[src/rtl/alu_pkg.sv]
// ---------------------------------------------------------------------------
// alu_pkg
// Shared definitions for the 16-bit flag-producing ALU and the blocks that
// sit downstream of it.
//   ALU_WIDTH      : width of the ALU sum
//   FLAG_*         : bit positions inside alu_flags_t
//                    {sign, zero, carry, parity, overflow} = bits 4..0
//   alu_flags_t    : 5-bit packed flag vector
//   alu_result_t   : {sum, flags} as produced by the ALU in one cycle
//   pack_flags()   : builds an alu_flags_t from the individual flag wires
// ---------------------------------------------------------------------------
package alu_pkg;

    localparam int ALU_WIDTH   = 16;
    localparam int FLAG_W      = 5;

    localparam int FLAG_SIGN   = 4;
    localparam int FLAG_ZERO   = 3;
    localparam int FLAG_CARRY  = 2;
    localparam int FLAG_PARITY = 1;
    localparam int FLAG_OVF    = 0;

    typedef logic [FLAG_W-1:0] alu_flags_t;

    typedef struct packed {
        logic [ALU_WIDTH-1:0] sum;
        alu_flags_t           flags;
    } alu_result_t;

    // Places each flag at its fixed index so callers never depend on
    // concatenation order.
    function automatic alu_flags_t pack_flags(
        input logic sign,
        input logic zero,
        input logic carry,
        input logic parity,
        input logic overflow
    );
        alu_flags_t f;
        f              = '0;
        f[FLAG_SIGN]   = sign;
        f[FLAG_ZERO]   = zero;
        f[FLAG_CARRY]  = carry;
        f[FLAG_PARITY] = parity;
        f[FLAG_OVF]    = overflow;
        return f;
    endfunction

endpackage

[src/rtl/sat_counter.sv]
// ---------------------------------------------------------------------------
// sat_counter
// Event counter that counts up by one per inc pulse and sticks at its
// all-ones value instead of wrapping. A clear in the same cycle as an
// increment leaves the counter at 1, so that event is not lost.
//   Parameters: W     - counter width
//   Ports:      clk   - clock, rising edge
//               rst_n - synchronous active-low reset
//               clr   - clear to zero (or to one together with inc)
//               inc   - count one event
//               count - current count (registered)
// ---------------------------------------------------------------------------
module sat_counter #(
    parameter int W = 8
) (
    input  logic         clk,
    input  logic         rst_n,
    input  logic         clr,
    input  logic         inc,
    output logic [W-1:0] count
);

    logic [W-1:0] count_reg;
    logic [W-1:0] count_next;

    always_comb begin
        count_next = count_reg;
        if (clr) begin
            count_next = inc ? W'(1) : '0;
        end else if (inc && (count_reg != '1)) begin
            count_next = count_reg + W'(1);
        end
    end

    always_ff @(posedge clk) begin
        if (!rst_n) begin
            count_reg <= '0;
        end else begin
            count_reg <= count_next;
        end
    end

    assign count = count_reg;

endmodule

[src/rtl/alu_flag_capture.sv]
// ---------------------------------------------------------------------------
// alu_flag_capture
// First register stage after the combinational ALU. Each accepted ALU result
// {sum, flags} goes into a 2-entry skid buffer (head/tail registers, FIFO
// order) that is drained through a valid/ready handshake. Alongside the data
// path the block keeps sticky carry/overflow bits and two saturating event
// counters for software readback.
//   Parameters: WIDTH  - datapath width (keep equal to the ALU sum width)
//               CNT_W  - width of each event counter
//   Ports:      clk, rst_n          - clock, synchronous active-low reset
//               in_valid / in_ready - ALU-side handshake (in_ready registered)
//               sum, sign, zero, carry, parity, overflow - ALU outputs
//               out_valid / out_ready - consumer-side handshake
//               out_sum, out_flags  - head entry ({sign,zero,carry,parity,ovf})
//               clr_stat            - clears sticky bits and counters
//               sticky_flags        - {carry_seen, overflow_seen}
//               carry_count, ovf_count - saturating event counts
// ---------------------------------------------------------------------------
module alu_flag_capture
    import alu_pkg::*;
#(
    parameter int WIDTH = ALU_WIDTH,
    parameter int CNT_W = 8
) (
    input  logic             clk,
    input  logic             rst_n,

    input  logic             in_valid,
    output logic             in_ready,
    input  logic [WIDTH-1:0] sum,
    input  logic             sign,
    input  logic             zero,
    input  logic             carry,
    input  logic             parity,
    input  logic             overflow,

    output logic             out_valid,
    input  logic             out_ready,
    output logic [WIDTH-1:0] out_sum,
    output logic [4:0]       out_flags,

    input  logic             clr_stat,
    output logic [1:0]       sticky_flags,
    output logic [CNT_W-1:0] carry_count,
    output logic [CNT_W-1:0] ovf_count
);

    localparam int CNT_CARRY = 0;
    localparam int CNT_OVF   = 1;
    localparam int NUM_CNT   = 2;

    // ---------------------------------------------------------------------
    // Buffer state
    // ---------------------------------------------------------------------
    logic [1:0]       occ_reg;
    logic [1:0]       occ_next;
    logic             in_ready_reg;
    logic             in_ready_next;
    logic [WIDTH-1:0] head_sum_reg;
    logic [WIDTH-1:0] head_sum_next;
    logic [WIDTH-1:0] tail_sum_reg;
    logic [WIDTH-1:0] tail_sum_next;
    alu_flags_t       head_flags_reg;
    alu_flags_t       head_flags_next;
    alu_flags_t       tail_flags_reg;
    alu_flags_t       tail_flags_next;

    logic             carry_seen_reg;
    logic             carry_seen_next;
    logic             overflow_seen_reg;
    logic             overflow_seen_next;

    alu_flags_t       in_flags;
    logic             push;
    logic             pop;

    assign in_flags = pack_flags(sign, zero, carry, parity, overflow);

    // in_ready_reg is zero throughout reset, so a handshake during reset can
    // never push; pops during reset are overridden by the reset branch.
    assign push = in_valid && in_ready_reg;
    assign pop  = (occ_reg != 2'd0) && out_ready;

    // ---------------------------------------------------------------------
    // Next-state for the 2-entry FIFO. The head register always holds the
    // oldest entry so the outputs come straight from a flop.
    // ---------------------------------------------------------------------
    always_comb begin
        occ_next        = occ_reg;
        head_sum_next   = head_sum_reg;
        head_flags_next = head_flags_reg;
        tail_sum_next   = tail_sum_reg;
        tail_flags_next = tail_flags_reg;

        unique case ({push, pop})
            2'b10: begin
                if (occ_reg == 2'd0) begin
                    head_sum_next   = sum;
                    head_flags_next = in_flags;
                end else begin
                    tail_sum_next   = sum;
                    tail_flags_next = in_flags;
                end
                occ_next = occ_reg + 2'd1;
            end
            2'b01: begin
                // Promote the tail only if one exists; popping the last
                // entry leaves the (now invalid) head contents untouched.
                if (occ_reg == 2'd2) begin
                    head_sum_next   = tail_sum_reg;
                    head_flags_next = tail_flags_reg;
                end
                occ_next = occ_reg - 2'd1;
            end
            2'b11: begin
                // Occupancy is unchanged; the new entry lands behind the
                // one that remains after the pop.
                if (occ_reg == 2'd1) begin
                    head_sum_next   = sum;
                    head_flags_next = in_flags;
                end else begin
                    head_sum_next   = tail_sum_reg;
                    head_flags_next = tail_flags_reg;
                    tail_sum_next   = sum;
                    tail_flags_next = in_flags;
                end
            end
            default: begin
            end
        endcase

        // Registered ready: reflects the occupancy that will exist after
        // this edge, so a full buffer blocks the very next cycle.
        in_ready_next = (occ_next != 2'd2);
    end

    // ---------------------------------------------------------------------
    // Sticky status: a clear and a setting push in the same cycle leaves
    // the bit set.
    // ---------------------------------------------------------------------
    always_comb begin
        carry_seen_next    = (clr_stat ? 1'b0 : carry_seen_reg)
                           | (push & in_flags[FLAG_CARRY]);
        overflow_seen_next = (clr_stat ? 1'b0 : overflow_seen_reg)
                           | (push & in_flags[FLAG_OVF]);
    end

    always_ff @(posedge clk) begin
        if (!rst_n) begin
            occ_reg           <= 2'd0;
            in_ready_reg      <= 1'b0;
            head_sum_reg      <= '0;
            head_flags_reg    <= '0;
            tail_sum_reg      <= '0;
            tail_flags_reg    <= '0;
            carry_seen_reg    <= 1'b0;
            overflow_seen_reg <= 1'b0;
        end else begin
            occ_reg           <= occ_next;
            in_ready_reg      <= in_ready_next;
            head_sum_reg      <= head_sum_next;
            head_flags_reg    <= head_flags_next;
            tail_sum_reg      <= tail_sum_next;
            tail_flags_reg    <= tail_flags_next;
            carry_seen_reg    <= carry_seen_next;
            overflow_seen_reg <= overflow_seen_next;
        end
    end

    // ---------------------------------------------------------------------
    // Event counters, one per counted flag.
    // ---------------------------------------------------------------------
    logic [NUM_CNT-1:0] cnt_inc;
    logic [CNT_W-1:0]   cnt_val [NUM_CNT];

    assign cnt_inc[CNT_CARRY] = push & in_flags[FLAG_CARRY];
    assign cnt_inc[CNT_OVF]   = push & in_flags[FLAG_OVF];

    generate
        for (genvar gi = 0; gi < NUM_CNT; gi++) begin : g_cnt
            sat_counter #(
                .W (CNT_W)
            ) u_sat_counter (
                .clk   (clk),
                .rst_n (rst_n),
                .clr   (clr_stat),
                .inc   (cnt_inc[gi]),
                .count (cnt_val[gi])
            );
        end
    endgenerate

    // ---------------------------------------------------------------------
    // Outputs
    // ---------------------------------------------------------------------
    assign in_ready     = in_ready_reg;
    assign out_valid    = (occ_reg != 2'd0);
    assign out_sum      = head_sum_reg;
    assign out_flags    = head_flags_reg;
    assign sticky_flags = {carry_seen_reg, overflow_seen_reg};
    assign carry_count  = cnt_val[CNT_CARRY];
    assign ovf_count    = cnt_val[CNT_OVF];

endmodule

[config.mk]
export PLATFORM = sky130hd
export DESIGN_NAME = alu_flag_capture
export DESIGN_NICKNAME = d
export VERILOG_FILES = /design/src/rtl/alu_pkg.sv /design/src/rtl/sat_counter.sv /design/src/rtl/alu_flag_capture.sv
export SDC_FILE = /design/constraint.sdc
export NUM_CORES = 1
export LEC_CHECK = 0
export BUFFER_PORTS_ARGS = -buffer_cell sky130_fd_sc_hd__buf_4
export CAP_MARGIN = 20
export CORE_ASPECT_RATIO = 1.4
export CORE_UTILIZATION = 25
export DETAILED_ROUTE_END_ITERATION = 10
export MAX_ROUTING_LAYER = met4
export PLACE_DENSITY_LB_ADDON = 0.05
export SKIP_CTS_REPAIR_TIMING = 1
export SKIP_LAST_GASP = 1
export SLEW_MARGIN = 20
export SYNTH_ARGS = -nofsm -noshare
export SYNTH_HDL_FRONTEND = slang
export SYNTH_SLANG_ARGS = --single-unit
[constraint.sdc]
create_clock -name clk -period 4.9 [get_ports clk]
set_clock_uncertainty 0.05 [all_clocks]
set_input_delay 0.245 -clock clk [delete_from_list [all_inputs] [get_ports clk]]
set_output_delay 0.245 -clock clk [all_outputs]
set_load 0.02 [all_outputs]
; ---- Word-level counts from Yosys, hierarchy flattened
; Index checks and enable logic that the tools add are counted.
; W data, S select, Z words.
[totals]
input_bits = 26
output_inout_bits = 41
reg_bits = 63
wordCells = 65
[op_classes]
n_bitwise = 4
n_addsub = 4
n_mux = 23
eq_ne = 12
reduce_logical = 12
[op_table]
columns = op, n
row1 = $mux W16, 5
row2 = $pmux W16 S3, 1
row3 = $mux W8, 4
row4 = $pmux W16 S2, 1
row5 = $mux W5, 5
row6 = $add A8 B1 Y8 const B, 2
row7 = $ne A8 B8 Y1 const B, 2
row8 = $pmux W5 S3, 1
row9 = $ne A2 B2 Y1 const B, 5
row10 = $pmux W5 S2, 1
row11 = $reduce_bool A2 Y1, 4
row12 = $eq A2 B2 Y1 const B, 3
row13 = $reduce_and A3 Y1, 2
row14 = $eq A2 B1 Y1 const B, 2
row15 = $logic_and A1 B1 Y1, 4
row16 = $mux W1, 4
row17 = $pmux W2 S2, 1
row18 = $reduce_bool A3 Y1, 1
row19 = $add A2 B1 Y2 const B, 1
row20 = $and A1 B1 Y1, 2
row21 = $logic_not A2 Y1, 1
row22 = $or A1 B1 Y1, 2
row23 = $sub A2 B1 Y2 const B, 1

; ---- Depth between registers and ports, before layout
; Gate-level depths: netlist (run 1).
[logic_depth]
ltp_word = 5
mapped_depth = 10
ltp_nobuf = 9

; ---- By module
; Synthesis (run 1) repeated with hierarchy kept, for this count alone.
[hier_totals]
hier_cells = 333
hier_area_um2 = 2987.9
[by_module_without_submodules]
columns = module, seq_area_each_um2, cells_each, area_per_inst_um2, instances
row1 = alu_flag_capture, 940.9, 235, 2134.5, 1
row2 = sat_counter, 160.2, 49, 426.7, 2

; ---- Least setup slack after synthesis (run 1)
; No wires, ideal clock.
[synth_timing]
path_kind = register to register
start = register occ_reg[0]
end = register head_flags_reg[1] (netlist: out_flags[1])
arrival_ns = 1.961
setup_time_ns = 0.120
synth_period_minus_slack_ns = 2.130
required_ns = 4.730
setup_slack_ns = 2.770
path_stages_with_launch = 11
path_buffers = 1
path_cell_list = dfxtp_1 inv_1 ha_1 nor2b_2 inv_1 ha_1 nor2b_1 or3_4 buf_6 a221oi_2 nor2_1
[synth_via]
elab_chain_cells = 5
word_cells_on_any_way = 14
classes_between = eq/ne (7) / mux (2) / reduce/logical (5)
[synth_rtl]
columns = item, line
row1 = from (decl), alu_flag_capture.sv:55  ; logic [1:0] occ_reg;
row2 = from (signal assigned), alu_flag_capture.sv:159  ; occ_reg <= occ_next;
row3 = $reduce_bool A2 Y1, alu_flag_capture.sv:82  ; assign pop = (occ_reg != 2'd0) && out_ready;
row4 = $logic_and A1 B1 Y1, alu_flag_capture.sv:82
row5 = $eq A2 B1 Y1 / $eq A2 B2 Y1 (equally long branches), alu_flag_capture.sv:95  ; unique case ({push, pop})
row6 = $ne A2 B2 Y1 (no line) / $reduce_bool A3 Y1 (equally long branches), -
row7 = $reduce_and A3 Y1 (no line), -
row8 = to (signal assigned), alu_flag_capture.sv:162  ; head_flags_reg <= head_flags_next;
row9 = to (decl), alu_flag_capture.sv:63  ; alu_flags_t head_flags_reg;
; Several ways; a longest one is shown, not always the timed one.
; A chain may end at the register's enable or synchronous reset.

; ---- Worst setup path in the final report (run 1)
[layout_timing]
start = register occ_reg[0]
end = register head_sum_reg[11] (netlist: out_sum[11])
[layout_via]
elab_chain_cells = 5
word_cells_on_any_way = 14
classes_between = eq/ne (7) / mux (2) / reduce/logical (5)
[layout_rtl]
columns = item, line
row1 = $reduce_bool A2 Y1, alu_flag_capture.sv:82
row2 = $logic_and A1 B1 Y1, alu_flag_capture.sv:82
row3 = $eq A2 B1 Y1 / $eq A2 B2 Y1 (equally long branches), alu_flag_capture.sv:95
row4 = $ne A2 B2 Y1 (no line) / $reduce_bool A3 Y1 (equally long branches), -
row5 = $reduce_and A3 Y1 (no line), -
row6 = to (signal assigned), alu_flag_capture.sv:161  ; head_sum_reg <= head_sum_next;
row7 = to (decl), alu_flag_capture.sv:59  ; logic [WIDTH-1:0] head_sum_reg;
; Several ways; a longest one is shown, not always the timed one.

==> summary.md, run 1 <==
| Metric | Value |
|---|---|
| Status | completed |
| Required @ worst endpoint | 5070 ps |
| Share of layout cells above drive strength 1 | 28.8% |
| Syn Nets | 362 |
| Critical Path Sink Type | flip-flop |
| Clk sinks | 63 |
| Largest net degree at the start of global routing | 73 |
| Final-stage net count | 417 |
| Cell taking the most area after synthesis | dfxtp_1 |
| Port bufs | 66 |
| #FFs+latches synth | 63 |
| Placed inst area | 3510 µm² |
| Max-Cap Viols | 0 |
| GPL Wtd Cong | 0.727 |
| Cell area after synthesis | 2950 µm² |
| Total Die Area | 12,200 µm² |
| Worst hold path type | in -> reg |
| Reg-to-reg endpoint | out_sum[11] |
| CORE AREA | 11,400 µm² |
| Static Leak | 1.56 nW |
| Final WL | 7.96 mm |
| Final Non-Filler Cells | 529 |
| Vias | 2,520 |
| DR pass1 iterations | 4 |
| Comb pwr share | 10.6% |
| Commonest cells after routing, fill and taps aside | buf_4, dfxtp_1, o21ai_0 |
| Antenna-violating nets left | 0 |
| Final Hold Fails | 0 |
| Num ports | 67 |
| Clock slew at reported path FFs | 50 ps |
| Post-synth top area share | 42.8% |
| Routed len/inst | 15.0 µm |
| Internal power | 1.10 mW |
| Final core occ | 33.8% |
| Starting DRC count in detailed routing | 65 |
| Number of antenna violations at the first check in global routing | 0 |
| Maximum VDD drop | 0.148 mV |
| Critical Path End | out_sum[11] |
| Post-synthesis async set-or-reset flop share | 0% |
| Clk pwr share | 51.1% |
| Synth top area cells | dfxtp_1, a221oi_2, o21ai_0 |
| P_sw | 0.326 mW |
| First-pass GRT wire length | 12.6 mm |
| Seq pwr share | 38.3% |
| Final WS setup | 2460 ps |
| Pwr Density | 371 nW/µm² |
| Hold WS | 122 ps |
| Critical path, cell by cell | inv_1, ha_1, nor2b_2, inv_1, ha_1, nor2b_1, or3_4, a221oi_1, nor2_1 |
| Vias in the first global route | 2,430 |
| Crit Path Class | reg -> reg |
| Max Slew Vio Count | 0 |
| Synth unique cells | 46 |
| Final Critical Period | 2440 ps |
| Root Buffer | clkbuf_16 |
| Family with the most delay on the worst path | simple AND/OR/NAND/NOR gates |
| Relative slew slack | 54.4% |
| Synth Instances | 327 |
| Number of cells on the critical path | 9 |
| Drt drc | 0 |
| Hold path start | sum[1] |
| Post-DR vias/cell | 4.76 |
| N_diodes | 0 |
| CP Launch Type | flip-flop |
| RR Startpoint | occ_reg[0] |
| CTS H-tree lvls | 3 |
| Crit-path max FO | 21 |
| Syn_area_per_cell | 9.01 µm² |
| Total negative slack | 0 ps |
| Peak per-stage delay on the critical path | 510 ps |
| Clock latency at the later pin of the worst-skew pair | 330 ps |
| Pwr Total | 1.43 mW |
| Post-synth EDFFs | 0 |
| Critical path's slowest cell | or3_4 |
| Initial Util | 25.8% |
| RSZ-0062 raised after global routing | no |
| CTS tree | yes |
| Num CTS Buffers | 9 |
| CP Data Arrival Time | 2600 ps |
| Peak Freq | 410 MHz |
| Sequential fraction of the synthesis area | 42.8% |
| Fin crit share | 49.7% |
| Cell Rows | 46 |
| Buffers & Inverters on Critical Path | 2 |
| Commonest register cell after synthesis | dfxtp_1 |
| Post-DP HPWL | 5.20 mm |
| Die height | 130 µm |
| Synth-to-layout area growth | 30.6% |
| Commonest non-fill, non-tap cell in the layout | buf_4 |
| Cells after DPL | 515 |
| Reg2reg path depth | 9 |
| Slew @ Worst Pin | 684 ps |
| Global-route usage over all layers | 14.2% |
| Beginning of the critical path | occ_reg[0] |
| Final setup viols | 0 |
| R2R Setup Slk | 2460 ps |
| Yosys warning total | 0 |
| Dpl ws | 2470 ps |
| GRT overflow | 0 |
| Bufs on Longest Clock Path | 2 |
| DIE WIDTH | 93.7 µm |
| Sw frac | 22.9% |
| Design area | 3850 µm² |
[final cells by class]
cell class	count	area, µm²
clock buffer	10	239
clock inverter	4	95.1
fill	1227	7550
inverter	5	18.8
multi-input combinational	233	1530
sequential	63	1260
tap	144	180
timing repair buffer	70	526
[layer usage]
layer | share of wire, % | wire (µm) | vias to the layer above | global-route usage, %
met3 | 4.3 | 339 | 10 | 3.41
met1 | 45 | 3590 | 1168 | 16.4
met2 | 49 | 3900 | 49 | 23.1
li1 | - | - | 1293 | -
met5 | 0 | 0 | - | -
met4 | 1.6 | 129 | 0 | 6.52
[cell usage after synthesis, drive strengths merged (4+ instances only)]
| library cell | instances |
|---|---|
| clkbuf | 17 |
| nand3 | 28 |
| and4 | 4 |
| dfxtp | 63 |
| nand2 | 30 |
| buf | 9 |
| a21oi | 8 |
| and3 | 5 |
| nor3 | 8 |
| o21ai | 44 |
| a221oi | 21 |
| nor2b | 8 |
| inv | 5 |
| ha | 9 |
| nor2 | 29 |
[tightest hold or removal path: stages]
cell     delay, ps
buf_4          120
nand2_1         50
o21ai_1         50
[worst min-delay path by stage]
stage	endpoint	slack, ps	depth (start not counted)
after CTS	tail_sum_reg[1]	110	3
final	tail_sum_reg[1]	120	3
after floorplan	tail_sum_reg[1]	330	2
after global placement	tail_sum_reg[11]	410	2
after detailed placement	tail_sum_reg[11]	410	2
after global routing	out_sum[1]	130	3
[cells by family after synthesis]
group,count (synthesis),share of synthesized area [%]
fa+ha+maj,9,3.82
mux,3,1.02
buf+inv,31,5.48
flops,63,42.8
simple gates,126,21.3
compound gates,92,24.6
xor+xnor,3,0.892
[power by group through the flow]
| stage | clock (mW) | combinational (mW) | sequential (mW) |
|---|---|---|---|
| floorplan | 0 | 0.0683 | 0.575 |
| CTS | 0.756 | 0.155 | 0.546 |
| detailed placement | 0 | 0.155 | 0.557 |
| global placement | 0 | 0.154 | 0.557 |
| finish | 0.729 | 0.151 | 0.546 |
| global route | 0.774 | 0.167 | 0.548 |
Power figures use the tool's default switching activity.
==> run 2: changes to the inputs <==
==> constraint.sdc (replaced) <==
create_clock -name clk -period 2 [get_ports clk]
set_clock_uncertainty 0.05 [all_clocks]
set_input_delay 0.1 -clock clk [delete_from_list [all_inputs] [get_ports clk]]
set_output_delay 0.1 -clock clk [all_outputs]
set_load 0.02 [all_outputs]
==> run 2 against run 1 <==
The run now ends with hold timing, setup timing left; combinational power rose to 3.0 times the previous value; wire length grew 4.0%; critical path depth up 1; sequential share of layout area shrank 3.0 points; non-clock buffer count increased by 37; critical path type unchanged; largest power group unchanged.
==> summary.md, run 2 (synthesized netlist as in run 1, its figures left out) <==
| Metric | Value |
|---|---|
| CTS H-tree lvls | 3 |
| Post-DR vias/cell | 4.76 |
| Critical Path Sink Type | flip-flop |
| Hold WS | -18.4 ps |
| Commonest non-fill, non-tap cell in the layout | buf_4 |
| Vias in the first global route | 2,466 |
| DIE WIDTH | 93.7 µm |
| CTS tree | yes |
| Num ports | 67 |
| Required @ worst endpoint | 2160 ps |
| Share of layout cells above drive strength 1 | 33.3% |
| Violated checks | hold timing, setup timing |
| Clock slew at reported path FFs | 50 ps |
| Number of antenna violations at the first check in global routing | 0 |
| Placed inst area | 3690 µm² |
| Final Hold Fails | 3 |
| Final-stage net count | 454 |
| Root Buffer | clkbuf_16 |
| Synth-to-layout area growth | 44.3% |
| Largest net degree at the start of global routing | 72 |
| Global-route usage over all layers | 14.4% |
| Slew @ Worst Pin | 669 ps |
| Design area | 4250 µm² |
| Fin crit share | 102% |
| CP Launch Type | flip-flop |
| Peak Freq | 492 MHz |
| Buffers & Inverters on Critical Path | 3 |
| Drt drc | 0 |
| CP Data Arrival Time | 2200 ps |
| Total negative slack | -249 ps |
| Final core occ | 37.3% |
| Clock latency at the later pin of the worst-skew pair | 330 ps |
| Worst hold path type | in -> reg |
| # fillers | 1,197 |
| Max Slew Vio Count | 0 |
| Peak per-stage delay on the critical path | 450 ps |
| Bufs on Longest Clock Path | 2 |
| Max-Cap Viols | 0 |
| Final setup viols | 19 |
| Pwr Total | 3.24 mW |
| Initial Util | 25.8% |
| Vias | 2,706 |
| Relative slew slack | 55.4% |
| Family with the most delay on the worst path | simple AND/OR/NAND/NOR gates |
| Clk sinks | 63 |
| Num CTS Buffers | 9 |
| Crit-path max FO | 6 |
| Routed len/inst | 14.6 µm |
| N_diodes | 0 |
| Final Critical Period | 2030 ps |
| GRT overflow | 0 |
| Commonest cells after routing, fill and taps aside | buf_4, dfxtp_1, o21ai_0 |
| Final WL | 8.28 mm |
| RSZ-0062 raised after global routing | yes |
| DR pass1 iterations | 4 |
| Maximum VDD drop | 0.419 mV |
| Critical path, cell by cell | inv_2, ha_4, nor2b_4, inv_2, ha_4, nor2b_4, or3_4, buf_6, a221oi_2, nor2_1 |
| Crit Path Class | reg -> reg |
| Cell Rows | 46 |
| Antenna-violating nets left | 0 |
| Die height | 130 µm |
| Pwr Density | 763 nW/µm² |
| Dpl ws | -118 ps |
| Critical path's slowest cell | or3_4 |
| Cells after DPL | 531 |
| Port bufs | 66 |
| Starting DRC count in detailed routing | 45 |
| First-pass GRT wire length | 12.9 mm |
| Post-DP HPWL | 5.41 mm |
| Final WS setup | -31.7 ps |
| Static Leak | 1.72 nW |
| Final Non-Filler Cells | 568 |
| Total Die Area | 12,200 µm² |
| CORE AREA | 11,400 µm² |
| GPL Wtd Cong | 0.688 |
| Status | finished with violations |
run 2: cell types whose count changed in the layout (fill, tap and decap cells not counted), sizes merged:
| cell | change |
|---|---|
| dlygate4sd3 | +18 |
| clkinv | +1 |
| clkinvlp | +1 |
| clkbuf | +4 |
| bufinv | -3 |
| buf | +18 |
run 2: worst register-to-register path: cells and delay by family, from the launching register on:
| kind | cells | cell delay (ps) |
|---|---|---|
| DFF | 1 | 330 |
| adders and majority gates | 2 | 310 |
| buffers and inverters | 3 | 280 |
| AOI/OAI and AO/OA | 1 | 170 |
| and+or+nand+nor | 4 | 780 |
run 2: area by class of cell:
| type | instances | area (µm²) | share of cell area (%) |
|---|---|---|---|
| clock buffers | 13 | 260 | 6.12 |
| clock inverters | 3 | 17.5 | 0.412 |
| inverters | 5 | 18.8 | 0.442 |
| multi-input cells | 233 | 1590 | 37.3 |
| flip-flops and latches | 63 | 1260 | 29.7 |
| well taps | 144 | 180 | 4.24 |
| repair buffers | 107 | 922 | 21.7 |
run 2: power breakdown:
group | internal, mW | switching (mW) | total [mW]
Sequential | 1.31 | 0.0296 | 1.34
Combinational | 0.214 | 0.238 | 0.452
Clock | 0.902 | 0.552 | 1.45
Total | 2.42 | 0.820 | 3.24
run 2: metal layers:
layer	part of all wire [%]	up-vias	track usage, %
met5	0	-	-
met3	3.8	10	3.01
met1	45	1261	17.2
met2	49	62	23.1
met4	1.6	0	6.52
li1	-	1373	-
run 2: path summary, 6_finish.rpt:
kind                   startpoint               to  slack [ps]  cells after the start
hold reg to reg   tail_sum_reg[2]  tail_sum_reg[2]         420                      2
setup reg to reg       occ_reg[1]       out_sum[2]         -30                     10
hold / removal            sum[15]      out_sum[15]         -20                      3
setup / recovery       occ_reg[1]       out_sum[2]         -30                     10
